`config.mk`:
```
export PLATFORM = sky130hd
export DESIGN_NAME = ssd_scan_driver
export DESIGN_NICKNAME = d
export VERILOG_FILES = /design/src/rtl/ssd_pkg.sv /design/src/rtl/ssd_code_decoder.sv /design/src/rtl/ssd_scan_driver.sv
export SDC_FILE = /design/constraint.sdc
export NUM_CORES = 1
export LEC_CHECK = 0
export CELL_PAD_IN_SITES_DETAIL_PLACEMENT = 0
export CELL_PAD_IN_SITES_GLOBAL_PLACEMENT = 1
export CORE_UTILIZATION = 43
export CTS_BUF_LIST = sky130_fd_sc_hd__clkbuf_8
export CTS_CLUSTER_DIAMETER = 100
export DETAILED_ROUTE_END_ITERATION = 6
export GPL_TIMING_DRIVEN = 0
export HOLD_SLACK_MARGIN = 0.05
export PLACE_DENSITY = 0.76
export SETUP_SLACK_MARGIN = 0.1
export SLEW_MARGIN = 10
export SYNTH_ARGS = -nofsm -noshare
export SYNTH_HDL_FRONTEND = slang
export SYNTH_SLANG_ARGS = --single-unit
export TNS_END_PERCENT = 20
```
`constraint.sdc`:
```
create_clock -name clk -period 2.45 [get_ports clk]
set_clock_uncertainty 0.1 [all_clocks]
set_input_delay 0.3675 -clock clk [delete_from_list [all_inputs] [get_ports clk]]
set_output_delay 0.3675 -clock clk [all_outputs]
set_load 0.05 [all_outputs]
```
`src/rtl/ssd_pkg.sv`:
```
// ---------------------------------------------------------------------------
// ssd_pkg
// Shared seven-segment symbol definitions. The lock controller builds its
// display word from these 5-bit symbol codes, and the scan driver decodes
// them. Codes 0x00-0x0F are plain hex digits ({1'b0, nibble}), so switch
// nibbles can be shown without translation.
// ---------------------------------------------------------------------------
package ssd_pkg;

    localparam int DIGITS = 4;

    typedef logic [4:0] symCode_t;
    typedef logic [6:0] segPattern_t;

    localparam symCode_t SYM_0     = 5'h00;
    localparam symCode_t SYM_1     = 5'h01;
    localparam symCode_t SYM_2     = 5'h02;
    localparam symCode_t SYM_3     = 5'h03;
    localparam symCode_t SYM_4     = 5'h04;
    localparam symCode_t SYM_5     = 5'h05;
    localparam symCode_t SYM_6     = 5'h06;
    localparam symCode_t SYM_7     = 5'h07;
    localparam symCode_t SYM_8     = 5'h08;
    localparam symCode_t SYM_9     = 5'h09;
    localparam symCode_t SYM_A     = 5'h0A;
    localparam symCode_t SYM_B     = 5'h0B;
    localparam symCode_t SYM_C     = 5'h0C;
    localparam symCode_t SYM_D     = 5'h0D;
    localparam symCode_t SYM_E     = 5'h0E;
    localparam symCode_t SYM_F     = 5'h0F;
    localparam symCode_t SYM_BLANK = 5'h10;
    localparam symCode_t SYM_L     = 5'h11;
    localparam symCode_t SYM_DLOW  = 5'h12;
    localparam symCode_t SYM_P     = 5'h13;
    localparam symCode_t SYM_NLOW  = 5'h14;
    localparam symCode_t SYM_DASH  = 5'h15;

    // All segments dark (active-low outputs).
    localparam segPattern_t SEG_OFF = 7'b1111111;

endpackage

```
`src/rtl/ssd_code_decoder.sv`:
```
// ---------------------------------------------------------------------------
// ssd_code_decoder
// Purely combinational: maps a 5-bit symbol code to the active-low segment
// pattern {g,f,e,d,c,b,a} for a common-anode digit. Unused codes show blank.
//   i_code  in   5  symbol code
//   o_seg   out  7  active-low segments {g,f,e,d,c,b,a}
// ---------------------------------------------------------------------------
module ssd_code_decoder
    import ssd_pkg::*;
(
    input  logic [4:0] i_code,
    output logic [6:0] o_seg
);

    // Symbol lookup; anything outside the defined set falls to blank.
    always_comb begin
        o_seg = SEG_OFF;
        case (i_code)
            SYM_0:     o_seg = 7'b1000000;
            SYM_1:     o_seg = 7'b1111001;
            SYM_2:     o_seg = 7'b0100100;
            SYM_3:     o_seg = 7'b0110000;
            SYM_4:     o_seg = 7'b0011001;
            SYM_5:     o_seg = 7'b0010010;
            SYM_6:     o_seg = 7'b0000010;
            SYM_7:     o_seg = 7'b1111000;
            SYM_8:     o_seg = 7'b0000000;
            SYM_9:     o_seg = 7'b0010000;
            SYM_A:     o_seg = 7'b0001000;
            SYM_B:     o_seg = 7'b0000011;
            SYM_C:     o_seg = 7'b1000110;
            SYM_D:     o_seg = 7'b0100001;
            SYM_E:     o_seg = 7'b0000110;
            SYM_F:     o_seg = 7'b0001110;
            SYM_BLANK: o_seg = SEG_OFF;
            SYM_L:     o_seg = 7'b1000111;
            SYM_DLOW:  o_seg = 7'b0100001;
            SYM_P:     o_seg = 7'b0001100;
            SYM_NLOW:  o_seg = 7'b0101011;
            SYM_DASH:  o_seg = 7'b0111111;
            default:   o_seg = SEG_OFF;
        endcase
    end

endmodule

```
`src/rtl/ssd_scan_driver.sv`:
```
// ---------------------------------------------------------------------------
// ssd_scan_driver
// Time-multiplexed driver for a four-digit common-anode display. Digits are
// lit one at a time for REFRESH_DIV cycles each; a free-running blink timer
// blanks digits selected by the blink mask every other BLINK_DIV cycles.
// The display word and mask are captured once per frame so a digit never
// shows a mix of old and new data.
//   clk         in   1   system clock
//   rst         in   1   asynchronous active-high reset
//   ssd         in   20  four symbol codes, [19:15] leftmost
//   blink_mask  in   4   bit i set -> digit on an[i] blinks
//   en          in   1   display enable (0 turns all anodes off)
//   an          out  4   active-low anode selects, an[3] leftmost
//   seg         out  7   active-low segments {g,f,e,d,c,b,a}
//   dp          out  1   active-low decimal point, held off
// ---------------------------------------------------------------------------
module ssd_scan_driver
    import ssd_pkg::*;
#(
    parameter int REFRESH_DIV = 50_000,
    parameter int BLINK_DIV   = 25_000_000
)(
    input  logic        clk,
    input  logic        rst,
    input  logic [19:0] ssd,
    input  logic [3:0]  blink_mask,
    input  logic        en,
    output logic [3:0]  an,
    output logic [6:0]  seg,
    output logic        dp
);

    localparam int RW = (REFRESH_DIV > 1) ? $clog2(REFRESH_DIV) : 1;
    localparam int BW = (BLINK_DIV > 1) ? $clog2(BLINK_DIV) : 1;
    localparam logic [RW-1:0] REF_LAST   = RW'(REFRESH_DIV - 1);
    localparam logic [BW-1:0] BLINK_LAST = BW'(BLINK_DIV - 1);

    logic [RW-1:0] r_refreshCnt;
    logic [BW-1:0] r_blinkCnt;
    logic [1:0]    r_idx;
    logic          r_blinkOn;
    logic [19:0]   r_shadowSsd;
    logic [3:0]    r_shadowMask;
    logic [3:0]    r_an;
    logic [6:0]    r_seg;

    logic          w_refreshTc;
    logic [3:0]    w_anSel;
    logic          w_maskBit;
    logic [4:0]    w_code;
    logic [6:0]    w_decSeg;

    assign w_refreshTc = (r_refreshCnt == REF_LAST);
    // Index 0 is the leftmost digit, which sits on an[3].
    assign w_anSel     = 4'b1000 >> r_idx;
    assign w_maskBit   = |(r_shadowMask & w_anSel);

    // Pick the shadow symbol belonging to the digit currently being scanned.
    always_comb begin
        w_code = r_shadowSsd[19:15];
        case (r_idx)
            2'd0: w_code = r_shadowSsd[19:15];
            2'd1: w_code = r_shadowSsd[14:10];
            2'd2: w_code = r_shadowSsd[9:5];
            2'd3: w_code = r_shadowSsd[4:0];
            default: w_code = r_shadowSsd[19:15];
        endcase
    end

    ssd_code_decoder u_decoder (
        .i_code (w_code),
        .o_seg  (w_decSeg)
    );

    // Digit scan: the refresh counter paces the digit index. Leaving the last
    // digit is also the frame boundary, the only moment inputs are captured.
    always_ff @(posedge clk or posedge rst) begin
        if (rst) begin
            r_refreshCnt <= '0;
            r_idx        <= 2'd0;
            r_shadowSsd  <= {DIGITS{SYM_BLANK}};
            r_shadowMask <= 4'b0000;
        end else if (w_refreshTc) begin
            r_refreshCnt <= '0;
            r_idx        <= r_idx + 2'd1;
            if (r_idx == 2'd3) begin
                r_shadowSsd  <= ssd;
                r_shadowMask <= blink_mask;
            end
        end else begin
            r_refreshCnt <= r_refreshCnt + RW'(1);
        end
    end

    // Blink timer runs free of the scan so blink rate is independent of frames.
    always_ff @(posedge clk or posedge rst) begin
        if (rst) begin
            r_blinkCnt <= '0;
            r_blinkOn  <= 1'b1;
        end else if (r_blinkCnt == BLINK_LAST) begin
            r_blinkCnt <= '0;
            r_blinkOn  <= ~r_blinkOn;
        end else begin
            r_blinkCnt <= r_blinkCnt + BW'(1);
        end
    end

    // Output registers keep the pins glitch-free; they trail the scan state
    // by one cycle. A disabled display or a blinked-off digit goes dark.
    always_ff @(posedge clk or posedge rst) begin
        if (rst) begin
            r_an  <= 4'b1111;
            r_seg <= SEG_OFF;
        end else if (!en) begin
            r_an  <= 4'b1111;
            r_seg <= SEG_OFF;
        end else begin
            r_an  <= ~w_anSel;
            r_seg <= (w_maskBit && !r_blinkOn) ? SEG_OFF : w_decSeg;
        end
    end

    assign an  = r_an;
    assign seg = r_seg;
    assign dp  = 1'b1;

endmodule

```
==> impl_metrics.env <==
export IMPL_worstSetupPathType="reg2reg"
export IMPL_dieArea_um2=9535
export IMPL_grt_pass1_vias=2760
export IMPL_maxClockFrequency_mhz=390.2
export IMPL_grt_max_degree=40
export IMPL_pre_cts_slack_ns=-0.3736
export IMPL_vdd_drop_max_mv=0.3485
export IMPL_synthArstFlopShare_pct=100.0
export IMPL_core_area_um2=8806
export IMPL_setup_viol=2
export IMPL_syn_area_per_cell_um2=11.11
export IMPL_yosysTopAreaCell="dfrtp_1"
export IMPL_yosys_top_cells_area="dfrtp_1 40%, dfstp_2 11%, mux2_2 7.4%"
export IMPL_seqCellArea_um2=1999
export IMPL_hold_violations=0
export IMPL_drc=8
export IMPL_drv_cap=0
export IMPL_tightest_slew_ns=0.6204
export IMPL_busiest_layer="met2"
export IMPL_post_route_period_util_pct=104.6
export IMPL_vias_per_cell=5.431
export IMPL_status="finished with violations"
export IMPL_fin_cells=531
export IMPL_vias=2884
export IMPL_overflow=0
export IMPL_synth_warning_count=0
export IMPL_drtIter0Drc=100
export IMPL_worst_path_stages=9
export IMPL_clock_sinks=79
export IMPL_area_delta_synth_final_pct=25.99
export IMPL_cpPeakStageDelay_ns=0.52
export IMPL_grtUsageMet3_pct=4.748
export IMPL_worstPathRequired_ns=2.62
export IMPL_pin_count=39
export IMPL_p_per_area_nw_per_um2=498.5
export IMPL_combPwrFrac_pct=10.1
export IMPL_r2r_slack_ns=-0.11
export IMPL_grtUsageTotal_pct=17.86
export IMPL_root_buffer="clkbuf_8"
export IMPL_p_clk_share_pct=35.3
export IMPL_synth_commonest_cells="63 x dfrtp_1, 32 x nor2_1, 26 x mux2_2, 26 x nand2_1, 22 x xnor2_1"
export IMPL_start_kind="register"
export IMPL_synth_most_common_cell="dfrtp_1"
export IMPL_path_buf_inv=2
export IMPL_met1_usage_pct=24.86
export IMPL_endpoint_kind="register"
export IMPL_die_h_um=97.65
export IMPL_yosys_register_bits=79
export IMPL_postCtsHoldBufs=0
export IMPL_cts_clk_slew_worst_paths_ns=0.08
export IMPL_antenna_left=0
export IMPL_r2r_end="seg[5]"
export IMPL_switching_power_mw=0.6465
export IMPL_antenna_cells=0
export IMPL_timing_final_ws_setup_ns=-0.1129
export IMPL_cp_arrival_ns=2.73
export IMPL_die_w_um=97.65
export IMPL_power_frac_seq_pct=54.6
export IMPL_grt_pass1_wl_mm=13.54
export IMPL_path_max_fanout=7
export IMPL_slew_viol_final=0
export IMPL_synth_edf_count=0
export IMPL_syn_area_um2=3934
export IMPL_gp_congestion=0.8616
export IMPL_clk_latency_ns=0.36
export IMPL_port_buffers=37
export IMPL_dpl_hpwl_mm=5.434
export IMPL_crit_path_start="r_idx[0]"
export IMPL_path_delay_family="compound AO/OA/AOI/OAI gates"
export IMPL_violations="DRC, setup timing"
export IMPL_multiInputGateArea_um2=1962
export IMPL_cts_buffers=9
export IMPL_p_leak_nw=2.068
export IMPL_r2r_start="r_idx[0]"
export IMPL_grt_use_met2_pct=27.55
export IMPL_rsz0062_at_grt="true"
export IMPL_final_util_pct=56.28
export IMPL_fin_tns_setup_ns=-0.1262
export IMPL_wl_per_cell_um=15.05
export IMPL_cts_tree="built"
export IMPL_drt_wl_total_mm=7.993
export IMPL_drive_gt1_share_pct=27.90
export IMPL_syn_nets=396
export IMPL_path_cells="ha_4, buf_6, a222oi_1, mux2i_2, buf_6, ha_4, a31oi_1, o21ai_1, or3_1"
export IMPL_synth_top_area_share_pct=40.08
export IMPL_rows=34
export IMPL_slowest_stage="a222oi_1"
export IMPL_swShare_pct=26.17
export IMPL_hold_path_class="in2async"
export IMPL_antenna_found_initial=0
export IMPL_synth_distinct_cells=51
export IMPL_power_internal_mw=1.824
export IMPL_fin_crit_ns=2.563
export IMPL_clock_path_buffers=2
export IMPL_r2r_cells=9
export IMPL_initial_core_util_pct=44.67
export IMPL_fillerInstances=769
export IMPL_relSlewSlack_pct=57.46
export IMPL_first_pass_iters=7
export IMPL_p_total_mw=2.470
export IMPL_syn_inst=354
export IMPL_placedCellCount=501
export IMPL_fin_nets=460
export IMPL_synth_main_ff_cell="dfrtp_1"
export IMPL_cts_htree_levels=3
export IMPL_endpoint="seg[5]"
export IMPL_ys_seq_area_share_pct=50.76
-- cell usage in the layout (no fill, tap or decap), types with 3 or more instances in the layout --
cell and n:
a31oi_1 3, buf_6 4, clkdlybuf4s50_1 37, inv_2 3, dfstp_2 16, and3_1 3
xor2_1 14, a222oi_1 5, nor2_1 31, inv_1 14, nor4_1 4, dfrtp_1 61
or3_1 3, nor3_1 7, buf_2 3, buf_4 18, clkbuf_8 9, mux2i_1 5
ha_1 6, and4_1 3, xnor2_1 22, nand3_1 19, a21oi_1 3, nor4b_1 3
mux2_2 25, nand2_1 25, nand4_1 7, clkinvlp_4 4, o21ai_0 5, ha_4 7
-- final cells by class --
| class | instances | area share, % |
|---|---|---|
| buffer | 13 | 1.818 |
| clock buffer | 9 | 2.499 |
| clock inverter | 7 | 0.9846 |
| inverter | 18 | 1.490 |
| multi-input combinational | 244 | 39.59 |
| sequential | 79 | 40.34 |
| tap | 108 | 2.727 |
| timing repair buffer | 53 | 10.55 |
-- stage by stage --
| step | cell area, µm² | hold WS, ns |
|---|---|---|
| 5_1_grt | 4956 | 0.1468 |
| 3_5_place_dp | 4487 | 0.3449 |
| 4_1_cts | 4777 | 0.1483 |
| 2_1_floorplan | 3941 | 0.3068 |
| 3_3_place_gp | 4447 | 0.3377 |
| 6_report | 4956 | 0.1620 |
-- repair_timing --
action	in CTS	in global routing
setup endpoints to repair	8	17
buffers inserted	7	7
resized for setup	15	28
pin swaps	7	8
-- worst min path at each step --
| stage | start | end | slack (ns) | cells past startpoint |
|---|---|---|---|---|
| floorplan | en | an[0] | 0.31 | 1 |
| detailed placement | r_blinkCnt[0] | r_blinkCnt[0] | 0.34 | 1 |
| CTS | rst | r_blinkCnt[17] | 0.15 | 2 |
| global placement | r_blinkCnt[0] | r_blinkCnt[0] | 0.34 | 1 |
| global route | rst | r_blinkCnt[17] | 0.15 | 2 |
| finish | rst | r_blinkCnt[17] | 0.16 | 2 |
-- routing by layer --
metal,wire (µm),up-vias
met2,3683,66
met1,3950,1439
met3,305,4
li1,-,1375
met5,0,-
met4,54,0
-- power groups by stage --
stage | Sequential, mW | Clock, mW | Combinational (mW)
floorplan | 1.39 | 0 | 0.104
global placement | 1.37 | 0 | 0.206
detailed placement | 1.37 | 0 | 0.217
CTS | 1.35 | 0.902 | 0.228
global route | 1.35 | 0.950 | 0.272
finish | 1.35 | 0.872 | 0.250
-- kinds of logic after synthesis --
kind of cell    share of synthesized area [%]
other cells                           0.09533
buf+inv                                 3.753
flops                                   50.76
fa+ha+maj                               4.771
mux                                     10.05
simple gates                            15.94
xor+xnor                                8.015
compound gates                          6.616
-- flip-flops by register name (all words and copies together), names as in the netlist --
name,count
r_idx,2
an,4
r_blinkOn,1
r_shadowSsd,20
r_blinkCnt,25
r_shadowMask,4
r_refreshCnt,16
seg,7
Power figures use the tool's default switching activity.
